## src/rtl/nx_ram_1r1w_rd_stream.sv

```systemverilog
// rtl/nx_ram_1r1w_rd_stream.sv - read-side streaming engine for an nx_ram_1r1w instance
//
// Accepts a (base, length) command and reads the attached RAM sequentially through
// its active-low read port, wrapping addresses modulo DEPTH. An in-flight tracker
// and a credit-limited capture buffer absorb the fixed RAM read latency, and the
// words leave on a valid/ready stream with a last marker.
//
// Ports:
//   clk, rst_n                      clock and asynchronous active-low reset
//   cmd_valid/cmd_ready             command handshake, ready only in IDLE
//   cmd_base, cmd_len               first address and word count (0..DEPTH)
//   ram_reb, ram_ra, ram_dout       RAM read port (reb active-low)
//   out_valid/out_ready             output word handshake
//   out_data, out_last              output word and final-word marker
//   done                            one-cycle pulse when a command completes
//   busy                            high in RUN or DRAIN
module nx_ram_1r1w_rd_stream #(
  parameter int WIDTH      = 64,
  parameter int DEPTH      = 256,
  parameter int RD_LATENCY = 1,
  parameter int OUT_FLOP   = 0,
  localparam int AW        = $clog2(DEPTH)
) (
  input  logic             clk,
  input  logic             rst_n,
  input  logic             cmd_valid,
  output logic             cmd_ready,
  input  logic [AW-1:0]    cmd_base,
  input  logic [AW:0]      cmd_len,
  output logic             ram_reb,
  output logic [AW-1:0]    ram_ra,
  input  logic [WIDTH-1:0] ram_dout,
  output logic             out_valid,
  input  logic             out_ready,
  output logic [WIDTH-1:0] out_data,
  output logic             out_last,
  output logic             done,
  output logic             busy
);

  localparam int L         = RD_LATENCY + OUT_FLOP;
  localparam int BUF_DEPTH = L + 2;
  localparam int PW        = $clog2(BUF_DEPTH);
  localparam int CW        = $clog2(BUF_DEPTH + 1) + 1;

  typedef enum logic [1:0] {S_IDLE, S_RUN, S_DRAIN} state_t;

  state_t           state, state_nx;
  logic [AW-1:0]    addr, ra_q, addr_inc;
  logic [AW:0]      remaining, len_q, tag;
  logic [L-1:0]     trk, trk_nx;
  logic [CW-1:0]    occ, inflight;
  logic [WIDTH-1:0] buf_data [BUF_DEPTH];
  logic             buf_last [BUF_DEPTH];
  logic [PW-1:0]    wr_ptr, rd_ptr;
  logic             accept, issue, push, pop, push_last;

  // State register
  always_ff @(posedge clk or negedge rst_n) begin
    if (!rst_n) state <= S_IDLE;
    else        state <= state_nx;
  end

  // Next-state logic
  always_comb begin
    state_nx = state;
    case (state)
      S_IDLE:  if (accept) state_nx = (cmd_len == '0) ? S_DRAIN : S_RUN;
      S_RUN:   if (issue && remaining == (AW+1)'(1)) state_nx = S_DRAIN;
      S_DRAIN: if (occ == '0 && inflight == '0) state_nx = S_IDLE;
      default: state_nx = S_IDLE;
    endcase
  end

  // Outputs; credit uses registered occ/inflight, so a same-cycle pop frees nothing yet
  always_comb begin
    cmd_ready = (state == S_IDLE);
    busy      = (state != S_IDLE);
    issue     = (state == S_RUN) && (remaining != '0) &&
                ((occ + inflight) < CW'(BUF_DEPTH));
    done      = (state == S_DRAIN) && (occ == '0) && (inflight == '0);
  end

  assign accept   = cmd_valid & cmd_ready;
  assign ram_reb  = ~issue;
  assign ram_ra   = issue ? addr : ra_q;
  assign addr_inc = (addr == AW'(DEPTH - 1)) ? '0 : addr + AW'(1);

  // Tracker bit k is set k+1 cycles after an issue; bit L-1 flags the only cycle
  // in which ram_dout carries that read's data.
  always_comb begin
    trk_nx[0] = issue;
    for (int i = 1; i < L; i++) trk_nx[i] = trk[i-1];
  end

  always_comb begin
    inflight = '0;
    for (int i = 0; i < L; i++) inflight = inflight + CW'(trk[i]);
  end

  assign push      = trk[L-1];
  assign out_valid = (occ != '0);
  assign pop       = out_valid & out_ready;
  assign push_last = (tag == len_q - (AW+1)'(1));
  assign out_data  = buf_data[rd_ptr];
  assign out_last  = out_valid & buf_last[rd_ptr];

  always_ff @(posedge clk or negedge rst_n) begin
    if (!rst_n) begin
      addr      <= '0;
      ra_q      <= '0;
      remaining <= '0;
      len_q     <= '0;
      tag       <= '0;
      trk       <= '0;
      occ       <= '0;
      wr_ptr    <= '0;
      rd_ptr    <= '0;
      for (int i = 0; i < BUF_DEPTH; i++) begin
        buf_data[i] <= '0;
        buf_last[i] <= 1'b0;
      end
    end else begin
      if (accept) begin
        addr      <= cmd_base;
        remaining <= cmd_len;
        len_q     <= cmd_len;
      end else if (issue) begin
        addr      <= addr_inc;
        remaining <= remaining - (AW+1)'(1);
        ra_q      <= addr;
      end

      trk <= trk_nx;

      if (accept)    tag <= '0;
      else if (push) tag <= tag + (AW+1)'(1);

      if (push) begin
        buf_data[wr_ptr] <= ram_dout;
        buf_last[wr_ptr] <= push_last;
        wr_ptr <= (wr_ptr == PW'(BUF_DEPTH - 1)) ? '0 : wr_ptr + PW'(1);
      end
      if (pop) begin
        rd_ptr <= (rd_ptr == PW'(BUF_DEPTH - 1)) ? '0 : rd_ptr + PW'(1);
      end

      case ({push, pop})
        2'b10:   occ <= occ + CW'(1);
        2'b01:   occ <= occ - CW'(1);
        default: occ <= occ;
      endcase
    end
  end

endmodule

```

## config.mk

```make
export PLATFORM = sky130hd
export DESIGN_NAME = nx_ram_1r1w_rd_stream
export DESIGN_NICKNAME = d
export VERILOG_FILES = /design/src/rtl/nx_ram_1r1w_rd_stream.sv
export SDC_FILE = /design/constraint.sdc
export NUM_CORES = 1
export LEC_CHECK = 0
export CORE_MARGIN = 5
export CORE_UTILIZATION = 50
export CTS_CLUSTER_SIZE = 12
export DETAILED_ROUTE_END_ITERATION = 10
export GPL_TIMING_DRIVEN = 0
export PLACE_DENSITY = 0.87
export SETUP_SLACK_MARGIN = 0.3
export SYNTH_ARGS = -nofsm -noshare
export SYNTH_HDL_FRONTEND = slang
export SYNTH_SLANG_ARGS = --single-unit
```

## constraint.sdc

```tcl
create_clock -name clk -period 2.21 [get_ports clk]
set_input_delay 0.442 -clock clk [delete_from_list [all_inputs] [get_ports clk]]
set_output_delay 0.442 -clock clk [all_outputs]
set_load 0.02 [all_outputs]
```

==> results of run 1 <==
## routing by layer
metal | up-vias | global-route usage, % | part of all wire, %
li1 | 4342 | - | -
met1 | 4862 | 32.5 | 38
met2 | 460 | 44.9 | 51
met3 | 129 | 4.26 | 6.4
met4 | 0 | 7.56 | 4.2
met5 | - | 0 | 0
## metrics by stage
| step | utilization [%] | worst slack, ns | instance area, um2 | TNS [ns] |
|---|---|---|---|---|
| 2_1_floorplan | - | 0.0756 | 11600 | 0 |
| 3_3_place_gp | 60.1 | -9.59 | 13600 | -2427.30 |
| 3_5_place_dp | 60.4 | -0.921 | 13600 | -62.08 |
| 4_1_cts | 70.7 | -0.694 | 16000 | -23.11 |
| 5_1_grt | 75.7 | -0.844 | 17100 | -34.16 |
| 6_report | 75.7 | -0.755 | 17100 | -28.63 |
## critical path, cell delays in order, from the launching register on
cell	delay (ns)
sky130_fd_sc_hd__dfrtp_1	0.40
sky130_fd_sc_hd__ha_2	0.20
sky130_fd_sc_hd__ha_4	0.16
sky130_fd_sc_hd__xnor2_2	0.12
sky130_fd_sc_hd__nand4b_1	0.23
sky130_fd_sc_hd__a21oi_4	0.24
sky130_fd_sc_hd__inv_2	0.08
sky130_fd_sc_hd__buf_4	0.13
sky130_fd_sc_hd__buf_4	0.12
sky130_fd_sc_hd__buf_4	0.12
sky130_fd_sc_hd__buf_4	0.12
sky130_fd_sc_hd__buf_4	0.13
sky130_fd_sc_hd__buf_4	0.12
sky130_fd_sc_hd__buf_4	0.12
sky130_fd_sc_hd__or2_4	0.24
sky130_fd_sc_hd__nor3b_2	0.18
sky130_fd_sc_hd__a221o_1	0.17
## power breakdown
| part | leakage (nW) | internal (mW) | switching (mW) |
|---|---|---|---|
| clock | 0.444 | 2.70 | 1.89 |
| sequential | 2.97 | 6.82 | 1.71 |
| combinational | 4.46 | 9.52 | 9.32 |
| total | 7.87 | 19.0 | 12.9 |
## cell usage after synthesis (3+ instances only)
master                     count  area share (%)
sky130_fd_sc_hd__nor3b_1       4            0.26
sky130_fd_sc_hd__ha_1          9            0.99
sky130_fd_sc_hd__o21ai_0      86             3.8
sky130_fd_sc_hd__nor3_1       12            0.53
sky130_fd_sc_hd__xor2_1       11            0.84
sky130_fd_sc_hd__or3_1        10            0.55
sky130_fd_sc_hd__clkbuf_1     44             1.4
sky130_fd_sc_hd__a221o_1       3            0.26
sky130_fd_sc_hd__o211ai_1      5            0.33
sky130_fd_sc_hd__a21oi_1       5            0.22
sky130_fd_sc_hd__nand3_1       7            0.31
sky130_fd_sc_hd__dfrtp_1     248              54
sky130_fd_sc_hd__nand4_1       6            0.33
sky130_fd_sc_hd__nand4b_1      3            0.23
sky130_fd_sc_hd__nor2b_1       3            0.16
sky130_fd_sc_hd__o21ai_1       3            0.13
sky130_fd_sc_hd__and3_1        3            0.16
sky130_fd_sc_hd__xnor2_1      11            0.84
sky130_fd_sc_hd__nor4_1        3            0.16
sky130_fd_sc_hd__buf_1         6            0.20
sky130_fd_sc_hd__mux2i_1      70             6.1
sky130_fd_sc_hd__nor2_1       23            0.76
sky130_fd_sc_hd__inv_1        15            0.49
sky130_fd_sc_hd__nand2_1     334              11
sky130_fd_sc_hd__mux2_2      129              13
sky130_fd_sc_hd__buf_2        11            0.48
## registers in the layout, indices dropped and copies added (netlist names)
signal / flops
addr: 8
buf_data: 192
buf_last: 3
len_q: 9
occ: 3
push: 1
ra_q: 8
rd_ptr: 2
remaining: 9
state: 2
tag: 9
wr_ptr: 2
## layout make-up
cell class / count / area [um2]
well taps: 285 / 357
flip-flops and latches: 248 / 6210
clock inverters: 6 / 55.1
multi-input cells: 770 / 5760
clock buffers: 43 / 838
repair buffers: 281 / 3050
plain buffers: 62 / 746
inverters: 15 / 62.6
fillers: 1322 / 5490
## layout by cell type, fill, tap and decap left out, types with 29 or more instances in the layout
master                            netlist  routed
sky130_fd_sc_hd__nand2_1              334     272
sky130_fd_sc_hd__o21ai_2                0      33
sky130_fd_sc_hd__buf_4                  0      76
sky130_fd_sc_hd__buf_6                  1     103
sky130_fd_sc_hd__mux2_2               129     129
sky130_fd_sc_hd__nand2_4                0      29
sky130_fd_sc_hd__clkbuf_16              0      47
sky130_fd_sc_hd__o21ai_1                3      36
sky130_fd_sc_hd__mux2i_1               70      57
sky130_fd_sc_hd__clkdlybuf4s50_1        0      83
sky130_fd_sc_hd__dfrtp_1              248     245
## kinds of logic (layout without fill, tap and decap cells)
family / Yosys count / after routing
adders and majority gates: 10 / 10
and+or+nand+nor: 420 / 420
xor gates and xnor gates: 22 / 22
buffers and inverters: 77 / 407
AOI/OAI and AO/OA: 119 / 119
muxes: 199 / 199
DFF: 248 / 248
## timing repair
action,4_1_cts,5_1_grt
gates resized for setup,651,199
endpoints found under the setup margin,243,262
cloned,10,7
buffers inserted,64,35
pin swaps,34,44
endpoints found under the hold margin,31,0
hold buffers,1,0
## path summary, 6_finish.rpt
kind	startpoint	endpoint	slack [ns]	cells past startpoint
worst max register to register	push	addr[5]	-0.75	16
min in group clk	cmd_base[2]	addr[2]	0.46	3
worst min register to register	buf_data[183]	buf_data[183]	0.47	2
worst min-delay path	rst_n	buf_data[53]	0.36	2
worst max-delay path	push	addr[5]	-0.75	16
max in group asynchronous	rst_n	buf_data[19]	0.93	3
==> summary.log, run 1 <==
INFO  critical_path  worstSetupStartpointType=register
INFO  route          first_pass_iters=5
INFO  cts            cts-root-buf=sky130_fd_sc_hd__clkbuf_16
INFO  layout         layout.nets=1,501
INFO  route          detailroute.via_count=9,793
INFO  placement      place.gp.congestion=0.834
INFO  sta            post-route-min-period=2.96ns
INFO  synth          synth_enable_flop_cells=0
INFO  route          totalWireLength=36.7mm
INFO  global_route   grt_max_degree=120
INFO  floorplanning  fp.coreArea=22,600um2
INFO  cts            path_clk_slew=0.07ns
INFO  critical_path  cp.arrival=3.43ns
INFO  run            maxCapViolations=0
INFO  sta            final_max_slew_viol_count=0
INFO  sta            transition_time_at_the_pin_with_the_least_slew_margin=0.643ns
INFO  status         violations_in_the_final_reports=setup timing
INFO  floorplanning  initial_utilization=50.6%
INFO  synth          synth_adder_area_share=1.16%
INFO  synth          yosys_warnings=0
INFO  placement      placed_cells=1,544
INFO  synth          synth_simple_gate_area_share=15.3%
INFO  power          post-layout-total-power=32.0mW
INFO  sta            setup_viol_count_final=88
INFO  cts            cts.path.max_buffers=3
INFO  synth          yosys_register_bits=248
INFO  floorplanning  floorplan.io_pins=163
INFO  floorplanning  die_w=161um
INFO  placement      dp.final_hpwl=19.9mm
INFO  critical_path  required=2.67ns
INFO  sta            achievable_clock_frequency=337MHz
INFO  sta            portion_of_the_clock_cycle_consumed_by_the_worst_path_in_the_final_layout=134%
INFO  floorplanning  row_count=55
INFO  sta            final.setup_skew=0.0144ns
INFO  route          drt.antenna.violating_nets=0
INFO  layout         antenna_cells=0
INFO  synth          syn_nets=1,190
INFO  cts            clock_latency=0.54ns
INFO  route          drt_drc_violations_left=0
INFO  cts            h_tree_level_count=1
INFO  synth          synthesis.area=11,400um2
INFO  sta            setup_repair_after_global_routing_missed_its_margin=yes
INFO  synth          muxShareOfSynthArea=18.9%
INFO  synth          synth-seq-area-share=54.4%
INFO  global_route   grt_usage=25.5%
INFO  sta            timing.max_slew.rel_slack=57.2%
INFO  global_route   grt_first_pass_wirelength=53.9mm
INFO  cts            clock_sink_count=248
INFO  synth          synth_compound_area_share=5.95%
INFO  sta            finalWorstSetupSlack=-0.755ns
INFO  power          ir_worst_vdd=1980uV
INFO  status         run_status=finished with violations
INFO  synth          syn_avg_cell_area=10.4um2
INFO  synth          asyncSetResetFlopFracSynth=100%
INFO  critical_path  timing.critical_path.fanout_max=3
INFO  layout         synthToLayoutAreaGrowth=49.6%
INFO  route          wl_per_cell=21.5um
INFO  global_route   grt_overflow_total=0
INFO  power          power_density=1870nW/um2
INFO  placement      io_buffers=162
INFO  cts            cts_tree=done
INFO  synth          most_used_flip_flop_cell_after_synthesis=sky130_fd_sc_hd__dfrtp_1
INFO  critical_path  criticalPathCategory=reg2reg
INFO  layout         layout-drive-gt1-share=40.9%
INFO  floorplanning  floorplan.die_area=26,000um2
INFO  floorplanning  die_h=161um
INFO  layout         finalNonFillerCells=1,710
INFO  worst_hold_path holdCritPathClass=in2async
INFO  route          detail_route.vias_per_cell=5.73
INFO  sta            hold_slack=0.364ns
INFO  synth          post_synth_xor_area_fraction=1.69%
INFO  route          drt-initial-drc-count=672
INFO  sta            final_report_hold_violation_count=0
INFO  global_route   grt_antenna_before_repair=0
INFO  synth          ys_types=50
INFO  synth          post_synth_inst_count=1,095
INFO  critical_path  critical_path.endpoint_type=register
INFO  power          p_leak=7.87nW
INFO  global_route   via_count_of_the_first_global_routing_pass=10,171
INFO  cts            tritoncts.num_buffers=28
INFO  synth          dominant_combinational_cell_family_by_area_after_synthesis=multiplexers
(Power assumes the default switching activity.)
==> run 2: changes to the inputs <==
--- a/config.mk
+++ b/config.mk
@@ -7,7 +7,6 @@
 export LEC_CHECK = 0
 export CORE_MARGIN = 5
 export CORE_UTILIZATION = 50
-export CTS_CLUSTER_SIZE = 12
 export DETAILED_ROUTE_END_ITERATION = 10
 export GPL_TIMING_DRIVEN = 0
 export PLACE_DENSITY = 0.87
==> summary.log, run 2 (synthesis gave the netlist of run 1 again) <==
INFO  status         run_status=finished with violations [unchanged]
INFO  status         violations_in_the_final_reports=setup timing [unchanged]
INFO  placement      place.gp.congestion=0.834 [unchanged]
INFO  layout         largest_reg_flops=192 [unchanged]
INFO  route          wl_per_cell=22.2um [was 21.5 um]
INFO  layout         finalNonFillerCells=1,711 [was 1,710]
INFO  critical_path  critical_path_cell_count=17 [was 16]
INFO  layout         final_util=77.6% [was 75.7%]
INFO  layout         antenna_cells=0 [unchanged]
INFO  floorplanning  die_w=161um [unchanged]
INFO  power          post-layout-total-power=33.3mW [was 32.0 mW]
INFO  route          detailroute.via_count=9,978 [was 9,793]
INFO  floorplanning  row_count=55 [unchanged]
INFO  power          power_density=1900nW/um2 [was 1870 nW/um2]
INFO  critical_path  criticalPathCategory=reg2reg [unchanged]
INFO  global_route   grt_antenna_before_repair=0 [unchanged]
INFO  sta            setup_viol_count_final=89 [was 88]
INFO  floorplanning  floorplan.die_area=26,000um2 [unchanged]
INFO  global_route   grt_overflow_total=0 [unchanged]
INFO  critical_path  timing.critical_path.fanout_max=3 [unchanged]
INFO  sta            post-route-min-period=2.99ns [was 2.96 ns]
INFO  placement      io_buffers=162 [unchanged]
INFO  critical_path  worst-path-buf-inv=9 [was 8]
INFO  cts            tritoncts.num_buffers=28 [unchanged]
INFO  sta            portion_of_the_clock_cycle_consumed_by_the_worst_path_in_the_final_layout=135% [was 134%]
INFO  route          first_pass_iters=5 [unchanged]
INFO  layout         layout_common_cells=sky130_fd_sc_hd__nand2_1, sky130_fd_sc_hd__dfrtp_1, sky130_fd_sc_hd__mux2_2 [unchanged]
INFO  cts            cts.path.max_buffers=3 [unchanged]
INFO  run            maxCapViolations=0 [unchanged]
INFO  sta            finalWorstSetupSlack=-0.784ns [was -0.755 ns]
INFO  global_route   via_count_of_the_first_global_routing_pass=10,290 [was 10,171]
INFO  floorplanning  floorplan.io_pins=163 [unchanged]
INFO  sta            timing.max_slew.rel_slack=58.6% [was 57.2%]
INFO  critical_path  cp.arrival=3.46ns [was 3.43 ns]
INFO  critical_path  r2r_start=push [unchanged]
INFO  sta            final_report_hold_violation_count=0 [unchanged]
INFO  sta            final_max_slew_viol_count=0 [unchanged]
INFO  critical_path  regToRegEndpoint=addr[5] [unchanged]
INFO  floorplanning  die_h=161um [unchanged]
INFO  critical_path  required=2.68ns [was 2.67 ns]
INFO  critical_path  worst-r2r-cell-count=17 [was 16]
INFO  worst_hold_path holdCritPathClass=in2async [unchanged]
INFO  critical_path  worst_path_most_repeated_cell=sky130_fd_sc_hd__buf_6 [was sky130_fd_sc_hd__buf_4]
INFO  route          drt.antenna.violating_nets=0 [unchanged]
INFO  layout         filler_cell_count=1,222 [was 1,322]
INFO  global_route   grt_max_degree=120 [unchanged]
INFO  sta            setup_total_negative_slack=-28.28ns [was -28.63 ns]
INFO  placement      postPlaceCellArea=13,600um2 [unchanged]
INFO  cts            clock_latency=0.54ns [about the same]
INFO  critical_path  worstSetupStartpointType=register [unchanged]
INFO  cts            cts-root-buf=sky130_fd_sc_hd__clkbuf_16 [unchanged]
INFO  sta            achievable_clock_frequency=334MHz [was 337 MHz]
INFO  layout         regMostFlops=buf_data [unchanged]
INFO  power          p_leak=8.05nW [was 7.87 nW]
INFO  global_route   grt_first_pass_wirelength=53.9mm [about the same]
INFO  power          ir_worst_vdd=1570uV [was 1980 uV]
INFO  layout         layout.nets=1,501 [unchanged]
INFO  route          drt_drc_violations_left=0 [unchanged]
INFO  critical_path  crit_chain=ha_2, ha_4, xnor2_2, nand4b_1, a21oi_4, inv_2, buf_4, buf_6, buf_6, buf_6, buf_6, buf_6, buf_6, buf_6, or2_4, nor3b_2, a221o_1 [was ha_2, ha_4, xnor2_2, nand4b_1, a21oi_4, inv_2, buf_4, buf_4, buf_4, buf_4, buf_4, buf_4, buf_4, or2_4, nor3b_2, a221o_1]
INFO  layout         design_area=17,500um2 [was 17,100 um2]
INFO  sta            transition_time_at_the_pin_with_the_least_slew_margin=0.621ns [was 0.643 ns]
INFO  critical_path  critPathTopFamily=buffers and inverters [unchanged]
INFO  sta            final.setup_skew=0.0109ns [was 0.0144 ns]
INFO  critical_path  r2r_slack=-0.78ns [was -0.75 ns]
INFO  placement      placed_cells=1,544 [unchanged]
INFO  sta            setup_repair_after_global_routing_missed_its_margin=yes [unchanged]
INFO  floorplanning  initial_utilization=50.6% [unchanged]
INFO  critical_path  cpPeakStageDelay=0.39ns [was 0.40 ns]
INFO  route          detail_route.vias_per_cell=5.83 [was 5.73]
INFO  critical_path  critPathSlowestCell=sky130_fd_sc_hd__dfrtp_1 [unchanged]
INFO  floorplanning  fp.coreArea=22,600um2 [unchanged]
INFO  layout         layout-drive-gt1-share=42.4% [was 40.9%]
INFO  global_route   grt_usage=25.5% [about the same]
INFO  cts            h_tree_level_count=1 [unchanged]
INFO  critical_path  critical_path.endpoint_type=register [unchanged]
INFO  route          totalWireLength=38.1mm [was 36.7 mm]
INFO  layout         layout.cells.most_common=sky130_fd_sc_hd__nand2_1 [unchanged]
INFO  cts            clock_sink_count=248 [unchanged]
INFO  cts            cts_tree=done [unchanged]
INFO  cts            path_clk_slew=0.06ns [was 0.07 ns]
INFO  layout         synthToLayoutAreaGrowth=53.3% [was 49.6%]
INFO  route          drt-initial-drc-count=693 [was 672]
INFO  placement      dp.final_hpwl=19.9mm [unchanged]
run 2: worst max path at each step:
stage,start,slack [ns],to
after detailed placement,rd_ptr[1],-0.92,out_data[61]
after global placement,rst_n,-9.59,buf_data[20]
after CTS,occ[0],-0.70,ram_ra[6]
after global routing,push,-0.82,ram_ra[6]
after floorplan,occ[0],0.08,ram_ra[0]
final,push,-0.78,addr[5]
run 2: layout make-up:
cell class | count | area [um2] | share of cell area, %
multi-input combinational | 770 | 5860 | 33.4
timing repair buffer | 281 | 3180 | 18.1
sequential | 248 | 6210 | 35.5
clock inverter | 7 | 163 | 0.929
tap | 285 | 357 | 2.04
buffer | 62 | 816 | 4.66
inverter | 15 | 62.6 | 0.357
clock buffer | 43 | 868 | 4.96
run 2: per-stage QoR:
stage / setup slack (ns) / hold slack (ns)
detailed placement: -0.921 / 0.328
global route: -0.824 / 0.366
finish: -0.784 / 0.365
CTS: -0.696 / 0.358
global placement: -9.59 / 0.456
floorplan: 0.0756 / 0.146
run 2: worst reg2reg max path: stages, from the launching register on:
cell,delay (ns)
sky130_fd_sc_hd__dfrtp_1,0.39
sky130_fd_sc_hd__ha_2,0.20
sky130_fd_sc_hd__ha_4,0.16
sky130_fd_sc_hd__xnor2_2,0.12
sky130_fd_sc_hd__nand4b_1,0.26
sky130_fd_sc_hd__a21oi_4,0.25
sky130_fd_sc_hd__inv_2,0.08
sky130_fd_sc_hd__buf_4,0.14
sky130_fd_sc_hd__buf_6,0.11
sky130_fd_sc_hd__buf_6,0.10
sky130_fd_sc_hd__buf_6,0.11
sky130_fd_sc_hd__buf_6,0.10
sky130_fd_sc_hd__buf_6,0.11
sky130_fd_sc_hd__buf_6,0.10
sky130_fd_sc_hd__buf_6,0.10
sky130_fd_sc_hd__or2_4,0.25
sky130_fd_sc_hd__nor3b_2,0.20
sky130_fd_sc_hd__a221o_1,0.15
run 2: metal layers:
| layer | vias to the layer above | GRT usage [%] | wire [um] |
|---|---|---|---|
| met2 | 488 | 44.8 | 19300 |
| met1 | 5005 | 32.1 | 14500 |
| li1 | 4349 | - | - |
| met3 | 136 | 4.31 | 2590 |
| met4 | 0 | 8.80 | 1670 |
| met5 | - | 0 | 0 |
run 2: what timing repair did:
action	4_1_cts	5_1_grt
resized for setup	663	258
cloned	11	13
buffers inserted	59	33
hold buffers	1	0
endpoints found under the setup margin	243	268
pin swaps	35	43
endpoints found under the hold margin	31	0
run 2: where the power goes:
group,internal [mW],switching (mW),total (mW)
clock,3.27,1.93,5.19
sequential,6.82,1.79,8.61
combinational,9.95,9.58,19.5
total,20.0,13.3,33.3
